==> config.mk <==
export PLATFORM = sky130hd
export DESIGN_NAME = seq_divider
export DESIGN_NICKNAME = d
export VERILOG_FILES = /design/src/rtl/div_pkg.sv /design/src/rtl/seq_divider_addsuber.sv /design/src/rtl/seq_divider.sv
export SDC_FILE = /design/constraint.sdc
export NUM_CORES = 1
export LEC_CHECK = 0
export CAP_MARGIN = 20
export CELL_PAD_IN_SITES_DETAIL_PLACEMENT = 0
export CELL_PAD_IN_SITES_GLOBAL_PLACEMENT = 1
export CORE_MARGIN = 2
export CORE_UTILIZATION = 47
export CTS_BUF_LIST = sky130_fd_sc_hd__clkbuf_4
export CTS_CLUSTER_DIAMETER = 150
export CTS_CLUSTER_SIZE = 20
export DETAILED_ROUTE_END_ITERATION = 10
export PLACE_DENSITY = 0.86
export SYNTH_ARGS = -nofsm -noshare
export SYNTH_HDL_FRONTEND = slang
export SYNTH_SLANG_ARGS = --single-unit
==> constraint.sdc <==
create_clock -name clk -period 4.8 [get_ports clk]
set_input_delay 0.72 -clock clk [delete_from_list [all_inputs] [get_ports clk]]
set_output_delay 0.72 -clock clk [all_outputs]
set_load 0.02 [all_outputs]
==> src/rtl/div_pkg.sv <==
// Shared types and constants for the sequential divider.
package div_pkg;

  localparam int DIV_WIDTH = 32;
  localparam int CNT_W     = $clog2(DIV_WIDTH);

  localparam logic [DIV_WIDTH-1:0] MIN_INT  = {1'b1, {(DIV_WIDTH-1){1'b0}}};
  localparam logic [DIV_WIDTH-1:0] ALL_ONES = {DIV_WIDTH{1'b1}};

  typedef enum logic [1:0] {
    IDLE = 2'd0,
    CALC = 2'd1,
    DONE = 2'd2
  } state_t;

endpackage

==> src/rtl/seq_divider_addsuber.sv <==
// Ripple adder/subtractor shared by the divider for its trial subtraction.
// In subtract mode carry_flag is the borrow (input1 < input2, unsigned).
module addsuber #(
  parameter int BITWIDTH = 32
) (
  input  logic [BITWIDTH-1:0] input1,
  input  logic [BITWIDTH-1:0] input2,
  input  logic                add_or_sub,
  output logic [BITWIDTH-1:0] result,
  output logic                carry_flag,
  output logic                overflow_flag
);

  logic [BITWIDTH-1:0] operand2;
  logic                carry_out;

  // Two's-complement add of input1 and (optionally inverted) input2.
  always_comb begin
    operand2 = add_or_sub ? ~input2 : input2;
    {carry_out, result} = {1'b0, input1} + {1'b0, operand2}
                        + {{BITWIDTH{1'b0}}, add_or_sub};
    carry_flag    = add_or_sub ? ~carry_out : carry_out;
    overflow_flag = (input1[BITWIDTH-1] == operand2[BITWIDTH-1]) &&
                    (result[BITWIDTH-1] != input1[BITWIDTH-1]);
  end

endmodule

==> src/rtl/seq_divider.sv <==
// Iterative restoring divider for DIV/DIVU/REM/REMU, one quotient bit per cycle.
// Build option: SEQ_DIV_FASTPATH_EN sends divide-by-zero and signed overflow
// straight from IDLE to DONE; without it every operation takes the full loop.
//
//   state | meaning
//   IDLE  | waiting for operands, in_ready high
//   CALC  | shift/trial-subtract loop, BITWIDTH cycles
//   DONE  | first cycle applies sign fix / forced values, then holds result until out_ready
module seq_divider
  import div_pkg::*;
#(
  parameter int BITWIDTH = DIV_WIDTH
) (
  input  logic                clk,
  input  logic                rst,
  input  logic                flush,
  input  logic                in_valid,
  output logic                in_ready,
  input  logic                is_signed,
  input  logic [BITWIDTH-1:0] dividend,
  input  logic [BITWIDTH-1:0] divisor,
  output logic                out_valid,
  input  logic                out_ready,
  output logic [BITWIDTH-1:0] quotient,
  output logic [BITWIDTH-1:0] remainder,
  output logic                div_zero
);

  localparam int                  CNT_BITS = $clog2(BITWIDTH);
  localparam logic [BITWIDTH-1:0] MIN_VAL  = {1'b1, {(BITWIDTH-1){1'b0}}};
  localparam logic [BITWIDTH-1:0] ONES     = {BITWIDTH{1'b1}};
  localparam logic [CNT_BITS-1:0] LAST_CNT = CNT_BITS'(BITWIDTH - 1);

  state_t              state;
  logic [CNT_BITS-1:0] counter;
  logic [BITWIDTH-1:0] dq;         // dividend shifting out, quotient shifting in
  logic [BITWIDTH-1:0] partial;    // running remainder
  logic [BITWIDTH-1:0] div_abs;
  logic [BITWIDTH-1:0] dvd_raw;    // original dividend, needed for divide-by-zero remainder
  logic                q_neg;
  logic                r_neg;
  logic                zero_l;
  logic                ovf_l;

  logic [BITWIDTH-1:0] dvd_abs_in;
  logic [BITWIDTH-1:0] dsr_abs_in;
  logic                zero_in;
  logic                ovf_in;
  logic [BITWIDTH-1:0] shifted;
  logic [BITWIDTH-1:0] sub_res;
  logic                borrow;
  logic                q_bit;
  logic [BITWIDTH-1:0] q_fix;
  logic [BITWIDTH-1:0] r_fix;

  // Operand magnitudes, special-case detection, shift datapath and sign fix.
  always_comb begin
    dvd_abs_in = (is_signed && dividend[BITWIDTH-1]) ? -dividend : dividend;
    dsr_abs_in = (is_signed && divisor[BITWIDTH-1])  ? -divisor  : divisor;
    zero_in    = (divisor == '0);
    ovf_in     = is_signed && (dividend == MIN_VAL) && (divisor == ONES);
    shifted    = {partial[BITWIDTH-2:0], dq[BITWIDTH-1]};
    // A bit shifted out of partial means the true partial exceeds any divisor,
    // so the subtraction must succeed even though the low bits borrowed.
    q_bit      = partial[BITWIDTH-1] | ~borrow;
    q_fix      = q_neg ? -dq : dq;
    r_fix      = r_neg ? -partial : partial;
  end

  addsuber #(.BITWIDTH(BITWIDTH)) u_addsuber (
    .input1        (shifted),
    .input2        (div_abs),
    .add_or_sub    (1'b1),
    .result        (sub_res),
    .carry_flag    (borrow),
    .overflow_flag ()
  );

  // Control FSM plus operand/result registers.
  always_ff @(posedge clk) begin
    if (rst) begin
      state     <= IDLE;
      counter   <= '0;
      dq        <= '0;
      partial   <= '0;
      div_abs   <= '0;
      dvd_raw   <= '0;
      q_neg     <= 1'b0;
      r_neg     <= 1'b0;
      zero_l    <= 1'b0;
      ovf_l     <= 1'b0;
      in_ready  <= 1'b1;
      out_valid <= 1'b0;
      quotient  <= '0;
      remainder <= '0;
      div_zero  <= 1'b0;
    end else if (flush) begin
      state     <= IDLE;
      counter   <= '0;
      in_ready  <= 1'b1;
      out_valid <= 1'b0;
    end else begin
      case (state)
        IDLE: begin
          if (in_valid) begin
            dq       <= dvd_abs_in;
            div_abs  <= dsr_abs_in;
            dvd_raw  <= dividend;
            partial  <= '0;
            counter  <= '0;
            q_neg    <= is_signed & (dividend[BITWIDTH-1] ^ divisor[BITWIDTH-1]);
            r_neg    <= is_signed & dividend[BITWIDTH-1];
            zero_l   <= zero_in;
            ovf_l    <= ovf_in;
            in_ready <= 1'b0;
`ifdef SEQ_DIV_FASTPATH_EN
            state    <= (zero_in || ovf_in) ? DONE : CALC;
`else
            state    <= CALC;
`endif
          end
        end
        CALC: begin
          partial <= q_bit ? sub_res : shifted;
          dq      <= {dq[BITWIDTH-2:0], q_bit};
          counter <= counter + CNT_BITS'(1);
          if (counter == LAST_CNT) state <= DONE;
        end
        DONE: begin
          if (!out_valid) begin
            out_valid <= 1'b1;
            div_zero  <= zero_l;
            if (zero_l) begin
              quotient  <= ONES;
              remainder <= dvd_raw;
            end else if (ovf_l) begin
              quotient  <= dvd_raw;
              remainder <= '0;
            end else begin
              quotient  <= q_fix;
              remainder <= r_fix;
            end
          end else if (out_ready) begin
            out_valid <= 1'b0;
            in_ready  <= 1'b1;
            state     <= IDLE;
          end
        end
        default: begin
          state    <= IDLE;
          in_ready <= 1'b1;
        end
      endcase
    end
  end

endmodule
==> results.toml, run 1 <==
[setup_path]
end_kind = "flip-flop"
r2r_slack_ns = 1.11
crit_chain = "inv_1 -> ha_1 -> fa_1 -> nand2b_1 -> a21oi_1 -> o21ai_0 -> o211ai_1 -> nand3_1 -> o21a_1 -> or3_1 -> mux2_2 -> nand2_1"
max_stage_delay_ns = 0.50
path_max_fanout = 18
cp-start-kind = "flip-flop"
r2r_cells = 12
required_ns = 5.40
r2r_start = "dq[31]$_SDFFE_PP0P_"
worstPathArrival_ns = 4.29
crit_start = "dq[31]$_SDFFE_PP0P_"
regToRegEndpoint = "partial[9]$_SDFFE_PP0P_"
crit_path_top_delay_cell = "o21a_1"
cp-endpoint = "partial[9]$_SDFFE_PP0P_"
crit_type = "reg2reg"

[clock_network]
cts_root_buf = "clkbuf_4"
cts_tree = "built"
cts-hold-fix-buffers = 0
cts_htree_levels = 1
post_cts_buffers = 0
cts_resized = 0
cts_num_sinks = 206
clk_path_buf_depth = 3
clkTransAtPathRegs_ns = 0.21
cts_made_buffers = 14
worst_skew_pair.late_latency_ns = 0.66

[yosys]
syn_nets = 1726
synth_cell_type_count = 63
ys.warnings.count = 0
async_flop_share_pct = 0
synth_compound_area_share_pct = 23.94
synthAdderAreaFrac_pct = 4.119
yosys.area.top_type = "dfxtp_1"
synth-xor-area-share_pct = 10.01
muxShareOfSynthArea_pct = 2.283
ys_seq_area_share_pct = 33.44
synth_top_family_by_area = "compound AO/OA/AOI/OAI gates"
yosys_register_bits = 206
syn_avg_cell_area_um2 = 7.632
synth_ff_type = "dfxtp_1"
syn_area_um2 = 12330
synth_area_leaders = "dfxtp_1, nand2_1, xnor2_1"
yosys.area_share.simple_pct = 21.35
yosys.area.top_type_share_pct = 33.44
synth_cells = 1616
synth-edff-count = 0

[timing]
drv_slew = 0
setup_viol = 0
setup-tns-final_ns = 0
slew_headroom_pct = 27.34
fin_ws_ns = 1.108
fmax_mhz = 270.8
tightest_slew_ns = 1.088
holdWs_ns = 0.4647
finalHoldViolations = 0
grt_setup_unrepaired = "false"
final.period_utilization_pct = 76.93
period_minus_slack_ns = 3.692
skew_ns = 0.04927

[global_routing]
grt_overflow = 0
grt_pass1_wl_mm = 59.13
antenna_found_initial = 2
grt_max_degree = 94
grtUsageTotal_pct = 26.00
grt_pass1_vias = 10834

[detailed_routing]
vias = 11831
drt_iter0_markers = 961
routedWlPerCell_um = 18.33
route.detailed.drc = 0
ant_nets = 0
dr.pass1.iters = 5
drt-vias-per-instance = 5.831
wl_mm = 37.20

[power_and_ir_drop]
combPwrFrac_pct = 20.3
powerDensity_nw_per_um2 = 227.3
power.switching_mw = 1.008
p_leak_nw = 4.946
seq_power_share_pct = 57.2
internal-power_mw = 2.187
clkPwrFrac_pct = 22.5
irDropWorstVdd_mv = 0.1977
p_sw_share_pct = 31.55

[floorplanning]
core_um2 = 25910
initial_core_util_pct = 47.60
die_w_um = 166.0
fp-row-count = 59
boundaryPins = 137
dieArea_um2 = 27550
die_height_um = 166.0

[run]
drv_cap = 0

[place]
io_buffer_count = 136
dpl_worst_slack_ns = 0.6681
placedInstanceArea_um2 = 13920
dp_hpwl_mm = 27.55
gp_congestion = 0.8773

[layout]
fillers = 2554
mostFrequentLayoutCells = "nand2_1, dfxtp_1, nor2_1, a21oi_1, clkdlybuf4s50_1"
design_area_um2 = 14050
drive_above_1_share_pct = 3.723
final_common_cell = "nand2_1"
finalNetCount = 1802
area_growth_pct = 13.96

[min_path]
worstHoldPathType = "reg2reg"
whs_path_depth = 2
min_from = "div_abs[22]$_SDFFE_PP0P_"

[run_status]
status = "completed"
## per-stage QoR
stage	cells	total power [mW]	util (%)
6_report	2029	3.195	54.24
5_1_grt	2029	3.352	54.24
2_1_floorplan	1616	2.277	-
3_5_place_dp	2011	2.503	53.73
3_3_place_gp	2010	2.497	53.70
4_1_cts	2027	3.210	54.22
## state kept, by name, indices dropped and copies added (netlist names), 2 cells and up
register / flops
counter: 5
quotient: 32
dvd_raw: 32
div_abs: 32
remainder: 32
state: 2
partial: 32
dq: 32
## synthesized netlist by cell type (all sizes together), types with 7 or more instances
cell / count
ha: 39
or4: 18
mux2i: 27
inv: 56
nor2b: 7
a21o: 14
a31oi: 43
nand2: 233
o211ai: 7
or3: 12
buf: 12
clkbuf: 83
and2: 8
nor2: 174
nor3: 18
xnor2: 91
xor2: 50
a21oi: 139
nand4: 13
a211oi: 69
nand3: 51
o41ai: 14
nand2b: 16
o21ai: 88
o31ai: 29
nor4: 13
dfxtp: 206
a2111oi: 14
a32oi: 9
## layout make-up
type	count	area, µm²	area share (%)
tap	335	419.2	2.982
inverter	56	210.2	1.496
timing repair buffer	157	1529	10.88
antenna	2	5.005	0.03561
multi-input combinational	1257	7639	54.35
clock inverter	1	16.27	0.1157
clock buffer	15	112.6	0.8012
sequential	206	4124	29.34
## kinds of logic after synthesis
group / after synthesis
buffers and inverters: 153
muxes: 28
and+or+nand+nor: 585
DFF: 206
adders and majority gates: 40
xor gates and xnor gates: 141
AOI/OAI and AO/OA: 463
## power by group through the flow
stage / logic (mW) / registers [mW] / clock network (mW)
final: 0.649 / 1.83 / 0.718
after global routing: 0.718 / 1.84 / 0.796
after CTS: 0.643 / 1.83 / 0.739
after detailed placement: 0.641 / 1.86 / 0
after global placement: 0.637 / 1.86 / 0
after floorplan: 0.439 / 1.84 / 0
## worst min path at each step
stage	slack, ns	to
after global placement	0.44	div_abs[30]$_SDFFE_PP0P_
after detailed placement	0.45	div_abs[22]$_SDFFE_PP0P_
after floorplan	0.43	div_abs[15]$_SDFFE_PP0P_
final	0.46	div_abs[22]$_SDFFE_PP0P_
after CTS	0.47	div_abs[22]$_SDFFE_PP0P_
after global routing	0.50	div_abs[22]$_SDFFE_PP0P_
## critical path, delay by kind of cell (launching register included)
| kind | cells | cell delay [ns] |
|---|---|---|
| flops | 1 | 0.38 |
| mux | 1 | 0.26 |
| fa+ha+maj | 2 | 0.65 |
| simple gates | 4 | 0.91 |
| compound gates | 4 | 1.33 |
| buf+inv | 1 | 0.08 |
## per-layer routing
metal	routed length, µm	up-vias	GRT usage (%)
met5	0	-	0
met4	889	0	6.881
met3	2113	44	2.812
met2	16300	357	41.15
met1	17900	5536	37.77
li1	-	5894	-
Power figures use the tool's default switching activity.
==> run 2, diff against run 1 <==
--- a/config.mk
+++ b/config.mk
@@ -9,12 +9,12 @@
 export CELL_PAD_IN_SITES_DETAIL_PLACEMENT = 0
 export CELL_PAD_IN_SITES_GLOBAL_PLACEMENT = 1
 export CORE_MARGIN = 2
-export CORE_UTILIZATION = 47
+export CORE_UTILIZATION = 39
 export CTS_BUF_LIST = sky130_fd_sc_hd__clkbuf_4
 export CTS_CLUSTER_DIAMETER = 150
 export CTS_CLUSTER_SIZE = 20
 export DETAILED_ROUTE_END_ITERATION = 10
-export PLACE_DENSITY = 0.86
+export PLACE_DENSITY = 0.76
 export SYNTH_ARGS = -nofsm -noshare
 export SYNTH_HDL_FRONTEND = slang
 export SYNTH_SLANG_ARGS = --single-unit
==> constraint.sdc (replaced) <==
create_clock -name clk -period 3.2 [get_ports clk]
set_input_delay 0.48 -clock clk [delete_from_list [all_inputs] [get_ports clk]]
set_output_delay 0.48 -clock clk [all_outputs]
set_load 0.02 [all_outputs]
==> run 2 against run 1 <==
  * The run now ends with negative setup slack left
  * Power increased by 55%
  * Critical path depth fell by 2
  * Sequential power up 49%
  * Fmax up 9.2%
  * Clock power grew 50%
  * Utilization fell by 6.0 points
  * Final area increased by 7.5%
  * First-iteration DRC count down 11%
  * Largest power group unchanged
==> results.toml, run 2 (same netlist as run 1, synthesis figures left out) <==
[run_status]
status = "finished with violations"
violations = "negative setup slack"

[clock_network]
clk_path_buf_depth = 3
cts_num_sinks = 206
post_cts_buffers = 0
cts_made_buffers = 14
cts_htree_levels = 1
clkTransAtPathRegs_ns = 0.22
cts_tree = "built"
worst_skew_pair.late_latency_ns = 0.68
cts_root_buf = "clkbuf_4"
cts-hold-fix-buffers = 0

[setup_path]
max_stage_delay_ns = 0.55
worstPathArrival_ns = 3.94
crit_type = "reg2reg"
end_kind = "flip-flop"
r2r_start = "dq[6]$_SDFFE_PP0P_"
r2r_slack_ns = -0.18
path_max_fanout = 3
crit_path_top_delay_cell = "or4_4"
cp-start-kind = "flip-flop"
r2r_cells = 10
regToRegEndpoint = "quotient[29]$_SDFFE_PP0P_"
cp_top_family = "simple AND/OR/NAND/NOR gates"
crit_chain = "or4_4 -> nor4_4 -> buf_4 -> nand2b_4 -> or4_4 -> or4_4 -> or3_4 -> o41ai_4 -> xor2_1 -> a2111oi_1"
cp_common_cell = "or4_4"
critPathBufInv = 1
required_ns = 3.76

[global_routing]
grt_max_degree = 75
antenna_found_initial = 1
grtUsageTotal_pct = 23.78
grt_pass1_vias = 11594
grt_overflow = 0
grt_pass1_wl_mm = 63.75

[detailed_routing]
wl_mm = 39.87
vias = 12200
drt-vias-per-instance = 5.548
route.detailed.drc = 0
wl_met2_mm = 17.86
wl_met1_mm = 19.00
ant_nets = 0
dr.pass1.iters = 5
drt_iter0_markers = 853
wl_met3_mm = 1.848
dr.max_layer_used = "met4"
routedWlPerCell_um = 18.13

[layout]
drive_above_1_share_pct = 10.19
finalNetCount = 1906
design_area_um2 = 15100
mostFrequentLayoutCells = "nand2_1, dfxtp_1, nor2_1, a21oi_1, clkdlybuf4s50_1"
final_common_cell = "nand2_1"
area_growth_pct = 22.47

[place]
placedInstanceArea_um2 = 14870
dp_hpwl_mm = 29.96
gp_congestion = 0.8880
dpl_worst_slack_ns = -0.2555
io_buffer_count = 136

[power_and_ir_drop]
powerDensity_nw_per_um2 = 327.7
irDropWorstVdd_mv = 0.2343
p_total_mw = 4.950
p_leak_nw = 5.516

[timing]
setup_viol = 6
drv_slew = 0
slew_headroom_pct = 44.78
final.period_utilization_pct = 105.7
skew_ns = 0.06741
grt_setup_unrepaired = "true"
finalHoldViolations = 0
tightest_slew_ns = 0.8272
setup-tns-final_ns = -0.6556
fin_ws_ns = -0.1820
fmax_mhz = 295.7
holdWs_ns = 0.2183
period_minus_slack_ns = 3.382

[run]
drv_cap = 0

[floorplanning]
dieArea_um2 = 33060
core_um2 = 31310
boundaryPins = 137
initial_core_util_pct = 39.39
die_w_um = 181.8
fp-row-count = 65
die_height_um = 181.8

[min_path]
whs_path_depth = 2
min_from = "rst"
worstHoldPathType = "in2reg"
hold_path_end = "dq[23]$_SDFFE_PP0P_"
-- run 2: cell count changes in the layout (fill, tap and decap cells not counted), moves of 3 or more --
cell and change:
buf_4 +98, o21ai_0 -4, buf_12 +6, o21ai_1 +3, a2111oi_1 +5, a2111oi_0 -7
-- run 2: cell type report --
class / count / area, µm²
fill: 3113 / 16210
antenna: 1 / 2.502
sequential: 206 / 4125
timing repair buffer: 261 / 2385
tap: 402 / 503.0
clock inverter: 1 / 16.27
clock buffer: 15 / 112.6
multi-input combinational: 1257 / 7750
inverter: 56 / 210.2
-- run 2: routing by layer --
metal | up-vias | GRT usage, %
li1 | 6107 | -
met1 | 5718 | 33.62
met2 | 320 | 38.42
met3 | 55 | 2.447
met4 | 0 | 6.732
met5 | - | 0
-- run 2: through the flow --
| step | instances | utilization (%) |
|---|---|---|
| 3_3_place_gp | 2182 | 47.50 |
| 2_1_floorplan | 1616 | - |
| 4_1_cts | 2198 | 48.09 |
| 5_1_grt | 2199 | 48.24 |
| 3_5_place_dp | 2182 | 47.50 |
| 6_report | 2199 | 48.24 |
-- run 2: timing repair --
action | CTS | global route
gates cloned | 0 | 0
endpoints found under the setup margin | 7 | 41
pin swaps | 6 | 5
gates resized for setup | 15 | 14
-- run 2: worst max path at each step --
stage / start / endpoint / slack (ns) / cells past startpoint
after floorplan: dq[6]$_SDFFE_PP0P_ / quotient[30]$_SDFFE_PP0P_ / -0.04 / 9
after global placement: dividend[6] / dq[30]$_SDFFE_PP0P_ / -0.21 / 11
after detailed placement: dq[6]$_SDFFE_PP0P_ / quotient[28]$_SDFFE_PP0P_ / -0.26 / 9
after CTS: dq[6]$_SDFFE_PP0P_ / quotient[29]$_SDFFE_PP0P_ / -0.17 / 10
after global routing: dq[6]$_SDFFE_PP0P_ / quotient[29]$_SDFFE_PP0P_ / -0.28 / 10
final: dq[6]$_SDFFE_PP0P_ / quotient[29]$_SDFFE_PP0P_ / -0.18 / 10
-- run 2: power by group --
group	switching, mW	total (mW)	internal [mW]
logic	0.638	1.14	0.501
registers	0.0758	2.73	2.65
clock network	0.851	1.08	0.232
==> run 3, diff against run 2 <==
--- a/config.mk
+++ b/config.mk
@@ -14,6 +14,7 @@
 export CTS_CLUSTER_DIAMETER = 150
 export CTS_CLUSTER_SIZE = 20
 export DETAILED_ROUTE_END_ITERATION = 10
+export MAX_ROUTING_LAYER = met4
 export PLACE_DENSITY = 0.76
 export SYNTH_ARGS = -nofsm -noshare
 export SYNTH_HDL_FRONTEND = slang
==> run 3 against run 2 <==
  * The run still ends with negative setup slack left
  * Utilization down 0.14 points
  * Combinational power about the same
  * Clock power about the same
  * Highest routed layer unchanged
  * Worst setup slack better by 0.037 ns
==> results.toml, run 3 (same netlist as run 1, synthesis figures left out) <==
[timing]
final.period_utilization_pct = 104.5
tightest_slew_ns = 0.9297
fmax_mhz = 299.0
drv_slew = 0
fin_ws_ns = -0.1450
period_minus_slack_ns = 3.345
finalHoldViolations = 0
setup_viol = 4
skew_ns = 0.05376
slew_headroom_pct = 38.02
grt_setup_unrepaired = "true"

[run_status]
status = "finished with violations"
violations = "negative setup slack"

[clock_network]
cts_made_buffers = 14
cts_root_buf = "clkbuf_4"
clkTransAtPathRegs_ns = 0.21
cts_num_sinks = 206
worst_skew_pair.late_latency_ns = 0.68
cts_tree = "built"
clk_path_buf_depth = 3
cts_htree_levels = 1
cts-hold-fix-buffers = 0
post_cts_buffers = 0

[place]
dp_hpwl_mm = 30.12
place_inst = 2180
gp_congestion = 0.8828
dpl_worst_slack_ns = -0.2982
io_buffer_count = 136

[power_and_ir_drop]
p_leak_nw = 5.495
irDropWorstVdd_mv = 0.2819
powerDensity_nw_per_um2 = 329.3
p_total_mw = 4.959

[setup_path]
r2r_start = "dq[6]$_SDFFE_PP0P_"
regToRegEndpoint = "quotient[30]$_SDFFE_PP0P_"
crit_type = "reg2reg"
crit_path_top_delay_cell = "or4_4"
path_max_fanout = 3
critPathBufInv = 0
cp-endpoint = "quotient[30]$_SDFFE_PP0P_"
r2r_cells = 9
end_kind = "flip-flop"
required_ns = 3.73
cp_common_cell = "or4_4"
cp-start-kind = "flip-flop"
cp_top_family = "simple AND/OR/NAND/NOR gates"
crit_chain = "or4_4 -> nor4_4 -> nand4b_1 -> or4_4 -> or4_4 -> or3_4 -> o21ai_2 -> xor2_1 -> a2111oi_2"
cp.depth = 9
r2r_slack_ns = -0.15
worstPathArrival_ns = 3.88
max_stage_delay_ns = 0.55
crit_start = "dq[6]$_SDFFE_PP0P_"

[floorplanning]
die_w_um = 181.8
dieArea_um2 = 33060
core_um2 = 31310
fp-row-count = 65
die_height_um = 181.8
boundaryPins = 137
initial_core_util_pct = 39.39

[global_routing]
antenna_found_initial = 1
grt_max_degree = 85
grt_overflow = 0
grt_pass1_vias = 11715
grtUsageTotal_pct = 24.79
grt_pass1_wl_mm = 64.88

[layout]
fillers = 3118
multi_input_area_um2 = 7731
final_common_cell = "nand2_1"
area_growth_pct = 22.13
fin_cells = 2197
mostFrequentLayoutCells = "nand2_1, dfxtp_1, nor2_1, a21oi_1, clkdlybuf4s50_1"
finalNetCount = 1904
register_area_um2 = 4125
drive_above_1_share_pct = 10.14

[detailed_routing]
wl_mm = 40.07
drt-vias-per-instance = 5.579
dr.pass1.iters = 5
drt_iter0_markers = 779
vias = 12258
route.detailed.drc = 0
routedWlPerCell_um = 18.24
ant_nets = 0

[min_path]
worstHoldPathType = "in2reg"

[run]
drv_cap = 0
run 3: where the power goes:
part           internal, mW  switching [mW]  leakage (nW)
Sequential             2.65          0.0738          1.67
Combinational         0.498           0.639          3.74
Clock                 0.232           0.864        0.0763
run 3: how the worst min path moves through the flow:
stage / start / endpoint / slack [ns] / depth (start not counted)
after floorplan: div_abs[15]$_SDFFE_PP0P_ / div_abs[15]$_SDFFE_PP0P_ / 0.43 / 2
after global placement: div_abs[22]$_SDFFE_PP0P_ / div_abs[22]$_SDFFE_PP0P_ / 0.44 / 2
after detailed placement: div_abs[30]$_SDFFE_PP0P_ / div_abs[30]$_SDFFE_PP0P_ / 0.45 / 2
after CTS: rst / div_abs[20]$_SDFFE_PP0P_ / 0.16 / 2
after global routing: rst / div_abs[30]$_SDFFE_PP0P_ / 0.18 / 2
final: rst / zero_l$_SDFFE_PP0P_ / 0.21 / 2
run 3: worst reg2reg max path: cells and delay by family (launching register included):
family | cells | cell delay [ns]
compound gates | 2 | 0.49
flops | 1 | 0.36
xor+xnor | 1 | 0.10
simple gates | 6 | 2.27
run 3: metrics by stage:
step | cell area (µm²) | util (%) | TNS, ns | hold WS (ns)
after global placement | 14850 | 47.41 | -0.8951 | 0.4417
final | 15060 | 48.10 | -0.4623 | 0.2122
after global routing | 15060 | 48.10 | -1.137 | 0.1756
after detailed placement | 14850 | 47.41 | -1.316 | 0.4511
after CTS | 15010 | 47.94 | -0.5082 | 0.1645
after floorplan | 12350 | - | -0.08407 | 0.4319
run 3: final cells by class:
cell class	count	share of cell area, %
inverters	56	1.396
clock buffers	15	0.7476
clock inverters	1	0.1080
repair buffers	259	15.68
flip-flops and latches	206	27.39
well taps	402	3.339
diodes	1	0.01661
multi-input cells	1257	51.33
run 3: what timing repair did:
item | in CTS | in global routing
endpoints found under the setup margin | 7 | 40
pin swaps | 6 | 4
hold endpoints to repair | 0 | 0
gates resized for setup | 11 | 17
run 3: metal layers:
layer | vias to the layer above | part of all wire (%) | GRT usage (%)
li1 | 6099 | - | -
met1 | 5800 | 49 | 34.30
met2 | 319 | 46 | 39.57
met3 | 40 | 4.0 | 2.347
met4 | 0 | 1.8 | 4.846
met5 | - | 0 | -
==> RTL change 1 (config.mk and constraints of run 3) <==
Build with the macro `SEQ_DIV_FASTPATH_EN` defined.
--- a/src/rtl/seq_divider.sv
+++ b/src/rtl/seq_divider.sv
@@ -8,2 +8,4 @@
 //   DONE  | first cycle applies sign fix / forced values, then holds result until out_ready
+`define SEQ_DIV_FASTPATH_EN
+
 module seq_divider
Behaviour: not the same (Yosys sat finds a counterexample within 4 cycles, from zero or initial values and one cycle with rst high).
==> RTL change 1 against run 3 <==
Clock power is essentially flat. Combinational power is essentially flat. Power grew 0.49%. Die area grew 2.8%. Cell area grew 1.2%. Via count grew 0.79%. First-iteration DRC count grew 20%. Sequential cell count is the same. Worst setup slack gained 240 ps. Wire length is essentially flat. Synthesized area grew 2.9%. Core utilization shrank 0.89 points. Critical path type unchanged. Highest routed layer unchanged.
==> RTL change 1: results (changes against run 3) <==
Global route
The initial antenna violation count is 1 (unchanged). The met2 layer usage reported by global route is 38.2% (-1.4 points). The number of global-route vias before repair is 11500 (-1.5%). The met1 global-route usage is 32.3% (-2.0 points). The met3 demand-to-capacity share in global routing is 1.86% (-0.49 points). The total global routing track utilization came to 23.9% (-0.90 points). The pin count of the biggest net entering global routing is 167 (+96%). The wire length of the first global-routing pass was 62900 µm (-3.0%).

Placement
The total instance count after detailed placement is 2237 (+2.6%). The worst-case setup slack after placement is -295 ps (+3.28 ps). The placed wire-length estimate is 30300 µm (+0.52%). The weighted congestion reported at the end of routability-driven placement is 0.947 (+7.2%). The area of placed instances is 15000 µm² (+1.2%).

Setup path
The endpoint arrival time on the critical path is 3700 ps (-180 ps). On the critical path the largest part of the delay comes from simple AND/OR/NAND/NOR gates. The maximum fanout encountered on the critical timing path is 4 (+1).

Synth
Ranked by instance count, the synthesized netlist is headed by 234 x sky130_fd_sc_hd__nand2_1, 206 x sky130_fd_sc_hd__dfxtp_1, 168 x sky130_fd_sc_hd__nor2_1. Sorting the synthesized cells by area gives the leading types as sky130_fd_sc_hd__dfxtp_1 32%, sky130_fd_sc_hd__nand2_1 6.9%, sky130_fd_sc_hd__xnor2_1 6.3%. The register area share after synthesis is 32.5% (-0.94 points). The number of distinct library cell variants in the gate-level netlist after synthesis came to 69 (+9.5%). The average cell area after synthesis was 7.66 µm² (+0.35%). The net count of the mapped netlist is 1767 (+2.4%).

The most used flip-flop cell after synthesis is sky130_fd_sc_hd__dfxtp_1. The number of warnings issued by yosys came to 0 (unchanged).

Clocking
The number of buffers inserted during clock tree synthesis came to 14 (unchanged). The maximum level of the CTS H-tree came to 1 (unchanged). The clock-pin slew of the registers on the worst-case setup and hold paths is 230 ps (+20 ps). The clock latency on the worst-skew pair is 680 ps (about the same).

Power
The largest voltage drop on the vdd net is 219 µV (-22%). In this run, the clock network consumes roughly 22% of the power. The part of the power in registers is 55.1% (about the same).

The ratio of total power to cell area is 327 nW/µm² (-0.71%). The internal power is 0.00337 W (-0.25%). The cell leakage power came to 5.67 nW (+3.2%).

Drt
The routed length on met3 is 1580 µm (-2.0%). The first-pass iteration count of the detailed router came to 5 (unchanged). The detailed router's first-iteration violation count is 933 (+20%). The detailed-route wire length per cell is 17.8 µm (-2.6%). The routed metal-1 wire length was 19200 µm (-1.4%). The wire length on met2 is 18100 µm (-1.2%).

The number of vias per cell is 5.48 (-1.8%).

Layout
The final cell count without fillers is 2256 (+2.7%). The fraction of final layout cells sized beyond drive strength 1 is 9.60% (-0.55 points). The number of fill cells is 3285 (+5.4%).

The post-layout net count is 1923 (+1.0%).

STA
The slew at the pin closest to its max-slew limit is 885 ps (-45.0 ps). The final worst slack is 94.7 ps (+240 ps). The worst-case clock skew is 52.1 ps (-1.69 ps).

Outcome
The flow ran to the end, and the final reports show no timing, DRC or antenna violations.
## RTL change 1: cell count changes after synthesis, sizes merged, moves of 5 or more
cell     change
nor2         -5
nor3        +18
or3          +5
a221o        +9
mux2i        +8
a32oi        -6
a211oi       +7
o31ai        -7
a2111oi     -12
a31oi        -5
clkbuf      +14
## RTL change 1: timing repair
item	CTS	global route
pin swaps	0	4
resized for setup	3	17
setup endpoints to repair	3	31
setup buffers	0	2
## RTL change 1: per-stage QoR
step | util (%) | hold slack, ps
floorplan | - | 432
global placement | 46.5 | 442
detailed placement | 46.5 | 448
CTS | 47.0 | 77.9
global route | 47.2 | 85.4
finish | 47.2 | 130
## RTL change 1: cells by family (layout without fill, tap and decap cells)
family / Yosys count / in the layout / share of synthesized area [%]
multiplexers: 36 / 36 / 2.85
adder cells (fa/ha/maj): 40 / 40 / 4.00
flip-flops: 206 / 206 / 32.5
other: 0 / 1 / 0
AO/OA/AOI/OAI: 466 / 466 / 23.8
XOR/XNOR: 139 / 139 / 9.59
AND/OR/NAND/NOR: 607 / 607 / 21.8
buffers and inverters: 163 / 319 / 5.42
## RTL change 1: worst paths after layout
check,from,endpoint,depth (start not counted)
setup reg to reg,partial[8],remainder[28],10
hold / removal,rst,in_ready,3
setup / recovery,partial[8],remainder[28],10
hold reg to reg,div_abs[31],div_abs[31],2
## RTL change 1: area by class of cell
type                            instances  area [µm²]  share of cell area (%)
Inverter                               53         199                    1.30
Tap cell                              442         553                    3.63
Sequential cell                       206        4130                    27.1
Clock buffer                           15         113                   0.739
Timing Repair Buffer                  250        2270                    14.9
Clock inverter                          1        16.3                   0.107
Antenna cell                            1        2.50                  0.0164
Multi-Input combinational cell       1288        7960                    52.2
==> RTL change 2 (config.mk and constraints of run 3) <==
Made on the original files. Re-encode `state_t` (3 states) as one-hot, 3 bits wide.
--- a/src/rtl/div_pkg.sv
+++ b/src/rtl/div_pkg.sv
@@ -9,6 +9,6 @@
 
-  typedef enum logic [1:0] {
-    IDLE = 2'd0,
-    CALC = 2'd1,
-    DONE = 2'd2
+  typedef enum logic [2:0] {
+    IDLE = 3'b001,
+    CALC = 3'b010,
+    DONE = 3'b100
   } state_t;
Check against the original RTL: same outputs for any inputs over 4 cycles, from zero or initial values and one cycle with rst high; so few cycles prove little.
==> RTL change 2 against run 3 <==
Synthesized area up 0.80%. Sequential cell count up 1. Power is essentially flat. Cell area grew 0.84%. Worst setup slack better by 250 ps. Wire length grew 0.74%. Global-route usage fell by 0.17 points. Highest routed layer unchanged.
==> RTL change 2: results (changes against run 3) <==
Synth
The register area share after synthesis came to 33.3% (-0.10 points). The average cell area after synthesis came to 7.71 µm² (+0.99%). The commonest cells after synthesis are 226 x sky130_fd_sc_hd__nand2_1, 207 x sky130_fd_sc_hd__dfxtp_1, 191 x sky130_fd_sc_hd__nor2_1.

The net count of the mapped netlist is 1723 (-0.17%). The number of distinct library cell variants in the gate-level netlist after synthesis is 66 (+4.8%).

Drt
The detailed router's first-iteration violation count is 1056 (+36%). The aggregate routed wire length was 40400 µm (+0.74%). The via total after detailed routing came to 12200 (-0.25%). The detailed-route wire length per cell is 18.4 µm (+1.1%).

The first-pass iteration count of the detailed router was 5 (unchanged).

Power
The largest voltage drop on the vdd net was 208 µV (-26%). The cell leakage power is 5.67 nW (+3.2%).

STA
The final worst-path cycle share came to 96.7% (-7.8 points). The worst-case clock skew was 61.0 ps (+7.28 ps). The tightest slew margin relative to the limit was 27.3% (-11 points). The worst hold slack was 108 ps (-104 ps).

Setup path
The maximum fanout encountered on the critical timing path was 4 (+1). The endpoint arrival time on the critical path is 3630 ps (-250 ps). The largest incremental delay on the critical path came to 450 ps (-100 ps). The register-to-register setup slack is 100 ps (+250 ps).

Placement
The area of placed instances is 14800 µm² (-0.10%). The placed wire-length estimate was 30200 µm (+0.27%). The weighted congestion reported at the end of routability-driven placement is 0.851 (-3.6%). The worst-case setup slack after placement was -275 ps (+23.0 ps). The total instance count after detailed placement came to 2163 (-0.78%).

Layout
The fraction of final layout cells sized beyond drive strength 1 is 10.5% (+0.32 points). The number of fill cells is 3162 (+1.4%). The post-layout net count is 1897 (-0.37%).

Global route
The wire length of the first global-routing pass is 64100 µm (-1.2%). The initial antenna violation count is 1 (unchanged). The pin count of the biggest net entering global routing is 168 (+98%).

Outcome
The flow ran to the end, and the final reports show no timing, DRC or antenna violations.
==> RTL change 2: logic make-up (layout without fill, tap and decap cells) <==
group,count (synthesis),after routing,synth area share (%)
compound gates,448,448,23.6
flops,207,207,33.3
buf+inv,146,320,4.49
fa+ha+maj,40,40,4.09
other cells,0,1,0
simple gates,592,592,21.4
mux,36,36,2.93
xor+xnor,144,144,10.1
==> RTL change 2: layout make-up <==
cell class,count,area [µm²],share of cell area [%]
clock buffer,15,113,0.741
tap,402,503,3.31
sequential,207,4150,27.3
clock inverter,1,16.3,0.107
timing repair buffer,259,2350,15.5
multi-input combinational,1260,7890,51.9
inverter,45,169,1.11
antenna,1,2.50,0.0165
==> RTL change 2: worst min-delay path: cells and delay by family <==
family                 cells  cell delay [ps]
and+or+nand+nor            1              100
AOI/OAI and AO/OA          1               90
buffers and inverters      1              110
==> RTL change 2: per-layer routing <==
metal | share of wire [%] | global-route usage, %
met1 | 48 | 34.3
met2 | 45 | 38.6
met3 | 5.0 | 2.20
met4 | 2.5 | 5.87
met5 | 0 | -
==> RTL change 2: path summary, 6_finish.rpt <==
kind         cells after the start         from          end
min                              3          rst     in_ready
max                             13   div_abs[2]  partial[29]
min reg2reg                      2  div_abs[15]  div_abs[15]
max reg2reg                     13   div_abs[2]  partial[29]
==> RTL change 2: what timing repair did <==
action | in CTS | in global routing
pin swaps | 4 | 9
gates cloned | 1 | 0
gates resized for setup | 5 | 24
endpoints found under the setup margin | 6 | 22
setup buffers | 7 | 3
hold buffers | 0 | 0
==> RTL change 2: stage by stage <==
step | setup TNS, ps | util (%) | total power [W]
after floorplan | 0 | - | 0.00345
after global placement | -1770 | 47.1 | 0.00387
after detailed placement | -2280 | 47.1 | 0.00388
after CTS | 0 | 47.9 | 0.00498
after global routing | -26.3 | 48.3 | 0.00521
final | 0 | 48.3 | 0.00496
==> RTL change 2: power by group <==
part	leakage [nW]	switching, W	internal (W)
registers	1.68	0.0000829	0.00266
logic	3.92	0.000627	0.000494
clock network	0.0759	0.000860	0.000228
